==> config.mk <==
export PLATFORM = sky130hd
export DESIGN_NAME = pwm_deadtime_gen
export DESIGN_NICKNAME = d
export VERILOG_FILES = /design/src/rtl/pwm_deadtime_gen.sv
export SDC_FILE = /design/constraint.sdc
export NUM_CORES = 1
export LEC_CHECK = 0
export BUFFER_PORTS_ARGS = -buffer_cell sky130_fd_sc_hd__buf_2
export CAP_MARGIN = 20
export CORE_ASPECT_RATIO = 1.75
export CORE_MARGIN = 2
export CORE_UTILIZATION = 50
export CTS_CLUSTER_DIAMETER = 50
export DETAILED_ROUTE_END_ITERATION = 16
export HOLD_SLACK_MARGIN = 0.03
export MAX_ROUTING_LAYER = met4
export PLACE_DENSITY = 0.79
export SYNTH_ARGS = -nofsm -noshare
export SYNTH_HDL_FRONTEND = slang
export SYNTH_SLANG_ARGS = --single-unit
==> constraint.sdc <==
create_clock -name mclk -period 2.3 [get_ports mclk]
set_input_delay 0.115 -clock mclk [delete_from_list [all_inputs] [get_ports mclk]]
set_output_delay 0.115 -clock mclk [all_outputs]
set_load 0.02 [all_outputs]
==> src/rtl/pwm_deadtime_gen.sv <==
// Complementary PWM generator with programmable rise/fall dead-time, per-output
// polarity, per-channel enable and a global sticky fault shutdown.
module pwm_deadtime_gen #(
  parameter int unsigned NCH  = 3,
  parameter int unsigned DT_W = 8
) (
  input  logic            mclk,
  input  logic            h_reset,
  input  logic [NCH-1:0]  pwm_wfm_i,
  input  logic [NCH-1:0]  cfg_dt_enb,
  input  logic [DT_W-1:0] cfg_dt_rise,
  input  logic [DT_W-1:0] cfg_dt_fall,
  input  logic [NCH-1:0]  cfg_pol_hi,
  input  logic [NCH-1:0]  cfg_pol_lo,
  input  logic            fault_in,
  input  logic            fault_clr,
  output logic [NCH-1:0]  pwm_hi_o,
  output logic [NCH-1:0]  pwm_lo_o,
  output logic            fault_sts,
  output logic            fault_intr
);

  typedef enum logic [2:0] {
    StOff,
    StLoOn,
    StDtRise,
    StHiOn,
    StDtFall
  } state_t;

  logic [NCH-1:0]  r_in_q;
  state_t          r_state [NCH];
  logic [DT_W-1:0] r_cnt   [NCH];
  logic [NCH-1:0]  r_hi;
  logic [NCH-1:0]  r_lo;
  logic            r_fault_sts;
  logic            r_fault_intr;
  logic            w_hold_off;

  // A fault arriving this cycle forces OFF at the same edge that sets the sticky flag.
  assign w_hold_off = fault_in | r_fault_sts;

  // Single-stage sample of the incoming PWM waveforms.
  always_ff @(posedge mclk) begin
    if (h_reset) begin
      r_in_q <= '0;
    end else begin
      r_in_q <= pwm_wfm_i;
    end
  end

  // Sticky fault flag and one-cycle interrupt on its rising edge; fault beats clear.
  always_ff @(posedge mclk) begin
    if (h_reset) begin
      r_fault_sts  <= 1'b0;
      r_fault_intr <= 1'b0;
    end else begin
      r_fault_intr <= fault_in & ~r_fault_sts;
      if (fault_in) begin
        r_fault_sts <= 1'b1;
      end else if (fault_clr) begin
        r_fault_sts <= 1'b0;
      end
    end
  end

  // Per-channel dead-time FSMs with registered hi/lo decodes.
  always_ff @(posedge mclk) begin
    if (h_reset) begin
      for (int i = 0; i < NCH; i++) begin
        r_state[i] <= StOff;
        r_cnt[i]   <= '0;
      end
      r_hi <= '0;
      r_lo <= '0;
    end else begin
      for (int i = 0; i < NCH; i++) begin
        if (w_hold_off || !cfg_dt_enb[i]) begin
          r_state[i] <= StOff;
          r_cnt[i]   <= '0;
          r_hi[i]    <= 1'b0;
          r_lo[i]    <= 1'b0;
        end else begin
          unique case (r_state[i])
            StOff: begin
              if (r_in_q[i]) begin
                r_state[i] <= StHiOn;
                r_hi[i]    <= 1'b1;
                r_lo[i]    <= 1'b0;
              end else begin
                r_state[i] <= StLoOn;
                r_hi[i]    <= 1'b0;
                r_lo[i]    <= 1'b1;
              end
            end
            StLoOn: begin
              if (r_in_q[i]) begin
                r_lo[i] <= 1'b0;
                if (cfg_dt_rise == '0) begin
                  r_state[i] <= StHiOn;
                  r_hi[i]    <= 1'b1;
                end else begin
                  r_state[i] <= StDtRise;
                  r_cnt[i]   <= cfg_dt_rise - 1'b1;
                  r_hi[i]    <= 1'b0;
                end
              end
            end
            StDtRise: begin
              if (!r_in_q[i]) begin
                // Pulse shorter than dead-time: fall back without touching hi.
                r_state[i] <= StLoOn;
                r_lo[i]    <= 1'b1;
                r_hi[i]    <= 1'b0;
              end else if (r_cnt[i] == '0) begin
                r_state[i] <= StHiOn;
                r_hi[i]    <= 1'b1;
                r_lo[i]    <= 1'b0;
              end else begin
                r_cnt[i] <= r_cnt[i] - 1'b1;
              end
            end
            StHiOn: begin
              if (!r_in_q[i]) begin
                r_hi[i] <= 1'b0;
                if (cfg_dt_fall == '0) begin
                  r_state[i] <= StLoOn;
                  r_lo[i]    <= 1'b1;
                end else begin
                  r_state[i] <= StDtFall;
                  r_cnt[i]   <= cfg_dt_fall - 1'b1;
                  r_lo[i]    <= 1'b0;
                end
              end
            end
            StDtFall: begin
              if (r_in_q[i]) begin
                r_state[i] <= StHiOn;
                r_hi[i]    <= 1'b1;
                r_lo[i]    <= 1'b0;
              end else if (r_cnt[i] == '0) begin
                r_state[i] <= StLoOn;
                r_lo[i]    <= 1'b1;
                r_hi[i]    <= 1'b0;
              end else begin
                r_cnt[i] <= r_cnt[i] - 1'b1;
              end
            end
            default: begin
              r_state[i] <= StOff;
              r_hi[i]    <= 1'b0;
              r_lo[i]    <= 1'b0;
            end
          endcase
        end
      end
    end
  end

  assign pwm_hi_o   = r_hi ^ cfg_pol_hi;
  assign pwm_lo_o   = r_lo ^ cfg_pol_lo;
  assign fault_sts  = r_fault_sts;
  assign fault_intr = r_fault_intr;

endmodule
After elaboration in Yosys (flattened, before gate mapping)
Memories as Yosys holds them, arrays and structs flattened.
Cells that the tools add are included.
- add/sub/neg operators: 5
- equality and inequality tests: 24
- mux-type cells: 296
- reductions and logical operators: 24
- bitwise operators: 56
- operators by type and width (kind ; count):
    $mux 1 ; 239
    $mux 8 ; 15
    $mux 3 ; 36
    $or 1x1->1 ; 52
    $logic_not 8->1 ; 5
    $sub 8x1->8 const B ; 5
    $pmux 1 s5 ; 6
    $eq 3x2->1 const B ; 6
    $ne 3x3->1 const B ; 6
    $reduce_or 5->1 ; 3
    $ne 2x2->1 const B ; 6
    $reduce_and 4->1 ; 3
    $eq 3x1->1 const B ; 3
    $eq 3x3->1 const B ; 3
    $logic_not 3->1 ; 3
    $reduce_or 2->1 ; 3
    $xor 3x3->3 ; 2
    $logic_not 1->1 ; 3
    $logic_or 1x1->1 ; 3
    $reduce_bool 2->1 ; 1
    $and 1x1->1 ; 1
    $not 1->1 ; 1
- output and inout port bits: 8
- register bits: 11
- bits in writable memories: 33
- memories: 2
- word-level logic and storage cells: 416
- memories (name ; words ; width ; read ports ; clocked after memory_dff ; write ports ; line ; source):
    r_cnt ; 3 ; 8 ; 3 ; 0 ; 3 ; 33 ; logic [DT_W-1:0] r_cnt [NCH];
    r_state ; 3 ; 3 ; 3 ; 0 ; 3 ; 32 ; state_t r_state [NCH];

Depth between registers and ports, before layout
- word-level depth: 17
- gate-level depth with buffers: 9
- gate-level depth less buffers: 8

Worst setup path before layout
No wires, ideal clock.
- path type: register -> register
- start: memory r_cnt[2][0]
- end: memory r_cnt[2][0] (enable)
- cell stages (with the launch flop): 9
- data required time: 1992 ps
- data arrival time: 2035 ps
- path slack: -43 ps
- path through: edfxtp_1 > inv_1 > ha_1 > nor3b_1 > a211oi_2 > and2_1 > buf_6 > nor3_2 > nand2_1
- RTL lines (element ; line):
    from (decl) ; 33

==> results.ini <==
[clocking]
clkTransAtPathRegs_ns=0.07
clock_sinks=44
postCtsSetupBuffers=0
cts-root-buf=clkbuf_16
htreeDepth=2
cts.path.max_buffers=2
clk_latency_ns=0.30
cts_buffers=5
cts_tree=built

[synthesis]
synth_cells=394
yosysWarnings=0
avgSynthCellArea_um2=8.87
ys_types=73
ys_top_cells_by_area=edfxtp_1, dfxtp_1, xor2_1
synth_edf_count=33
seq_area_frac_synth_pct=34.7
synth_seq_cells=44
synth_area_um2=3490
synth_top_area_cell=edfxtp_1
synthFlopType=edfxtp_1
async_reset_ff_share_pct=0
synthDominantCellAreaShare_pct=28.4
syn_nets=434

[worst_setup_path]
worst-setup-path-type=reg2reg
crit_fanout=8
required_ns=2.26
worstPathCellList=or4b_1, nor4_2, or4_1
endpoint_kind=flip-flop
startpoint_type=flip-flop
slowest_stage=or4b_1
crit_arrival_ns=2.17
slowest_delay_ns=0.74

[placed_design]
placed_area_um2=3980
dp_hpwl_mm=7.22
port_buffers=39
place_inst=533
globalplace.congestion=1.00

[die]
io_pins=40
initial_core_util_pct=51.3
die_w_um=67.2
core_um2=6810
die_h_um=115
dieArea_um2=7700
fp-row-count=40

[finish]
nFillCells=612
antennaDiodeCount=0
fin_nets=497
multi_input_area_um2=2130
seq_area_um2=1210
layout.cells.non_filler=542
area_growth_pct=18.9
drive_above_1_share_pct=24.2
final_area_um2=4150
final_util_pct=61.0

[global_route]
grt_pass1_vias=3212
grt_antenna_before_repair=0
overflow=0
grt_start_max_net_pins=15
grt_pass1_wl_mm=14.6
grt_usage_pct=25.8

[power_and_ir_drop]
power_leakage_uw=0.00175
vdd_drop_max_mv=0.438
seqPwrFrac_pct=44.6
p_clk_share_pct=34.7
power.density_nw_per_um2=498
swShare_pct=29.1
switchingPower_uw=603
combinationalPowerShare_pct=20.7
p_int_uw=1470

[timing]
final.setup.tns_ns=0
finalHoldViolations=0
slew_headroom_pct=59.7
holdWs_ns=0.0283
rsz0062_at_grt=yes
finClkSkew_ns=0.00879
worst_slew_pin_slew_ns=0.599
fmax_mhz=452
period_minus_slack_ns=2.21
maxSlewViolCount=0
setup_viol=0
period_share_pct=96.2

[drt]
drt-initial-drc-count=244
drc=0
drtAntennaViolNets=0
viasPerCell=6.18
vias=3350
wirelength_mm=9.18
drt-pass1-iter-count=5
post_drt_wl_per_cell_um=16.9

[job]
maxCapViolCount=0

[hold_path]
min_path_type=in2reg

[outcome]
status=complete, no violations

==> worst paths after layout <==
path | startpoint | end | slack, ns | cells after the start
worst max register to register | fault_sts | r_cnt[1][7] | 0.09 | 3
worst min register to register | r_lo[2] | r_lo[2] | 0.47 | 2
worst min-delay path | pwm_wfm_i[1] | r_in_q[1] | 0.03 | 2
worst max-delay path | fault_sts | r_cnt[1][7] | 0.09 | 3
==> per-layer routing <==
metal	track usage, %	wire (um)	part of all wire [%]	vias to the layer above
met2	44.9	4800	52	137
met4	13.7	432	4.7	0
met5	-	0	0	-
met1	27.3	3430	37	1566
li1	-	-	-	1607
met3	3.54	516	5.6	40
==> sequential cells by signal, summed over array words and instances (netlist names) <==
signal      count
r_in_q          3
r_state         9
fault_intr      1
r_hi            3
fault_sts       1
r_lo            3
r_cnt          24
==> Yosys cell counts, types with 5 or more instances <==
library cell,instances
o21ai_0,14
nor2_1,31
nor3_1,22
edfxtp_1,33
a211o_1,5
inv_1,23
ha_1,8
nor3b_1,5
nand2b_1,10
xor2_1,21
a211oi_1,7
nand3b_1,5
xnor2_1,10
nand3_1,6
nand2_1,38
o31ai_1,7
dfxtp_1,11
a22oi_1,12
a31oi_1,6
clkbuf_1,12
a21oi_1,15
==> power groups by stage <==
| stage | sequential (uW) | clock [uW] | combinational (uW) |
|---|---|---|---|
| 6_report | 923 | 717 | 429 |
| 5_1_grt | 928 | 743 | 469 |
| 4_1_cts | 922 | 722 | 425 |
| 3_5_place_dp | 939 | 0 | 419 |
| 3_3_place_gp | 938 | 0 | 410 |
| 2_1_floorplan | 926 | 0 | 277 |
==> layout make-up <==
type | instances | area share (%)
Clock buffer | 5 | 3.01
Tap cell | 84 | 2.53
Timing Repair Buffer | 75 | 11.3
Sequential cell | 44 | 29.2
Multi-Input combinational cell | 307 | 51.4
Inverter | 24 | 2.23
Clock inverter | 3 | 0.452
==> through the flow <==
| step | worst slack (ns) | total power (uW) |
|---|---|---|
| final | 0.0877 | 2070 |
| after global routing | -0.0496 | 2140 |
| after CTS | 0.0275 | 2070 |
| after detailed placement | 0.00123 | 1360 |
| after global placement | 0.0478 | 1350 |
| after floorplan | 0.0412 | 1200 |
==> placed cells by master, fill, tap and decap left out, drive strengths merged, types with 6 or more instances in the layout <==
| master | Yosys | layout |
|---|---|---|
| buf | 6 | 74 |
| inv | 24 | 24 |
| edfxtp | 33 | 33 |
| dfxtp | 11 | 11 |
| a22oi | 12 | 12 |
| nand2 | 39 | 39 |
| xnor2 | 10 | 10 |
| a31oi | 6 | 6 |
| nand2b | 10 | 10 |
| a211oi | 8 | 8 |
| nor3 | 23 | 23 |
| a21oi | 15 | 15 |
| o21ai | 17 | 17 |
| nor4 | 10 | 10 |
| ha | 8 | 8 |
| nor2 | 32 | 32 |
| or4 | 6 | 6 |
| xor2 | 21 | 21 |
| nand3 | 6 | 6 |
| o31ai | 7 | 7 |
==> critical path: cells and delay by family (launching register included) <==
family / cells / cell delay [ns]
and+or+nand+nor: 3 / 1.51
DFF: 1 / 0.37
==> cell families after synthesis <==
| kind of cell | Yosys count | synth area share (%) |
|---|---|---|
| compound gates | 101 | 21.0 |
| buf+inv | 43 | 5.01 |
| simple gates | 165 | 28.1 |
| fa+ha+maj | 8 | 2.86 |
| flops | 44 | 34.7 |
| mux | 2 | 0.609 |
| xor+xnor | 31 | 7.77 |
==> repair_timing <==
| item | CTS | global route |
|---|---|---|
| endpoints found under the setup margin | 0 | 31 |
| hold endpoints to repair | 1 | 0 |
| hold buffers | 1 | 0 |
| resized for setup | 0 | 5 |
No activity file was read; power rests on OpenSTA's default activity.
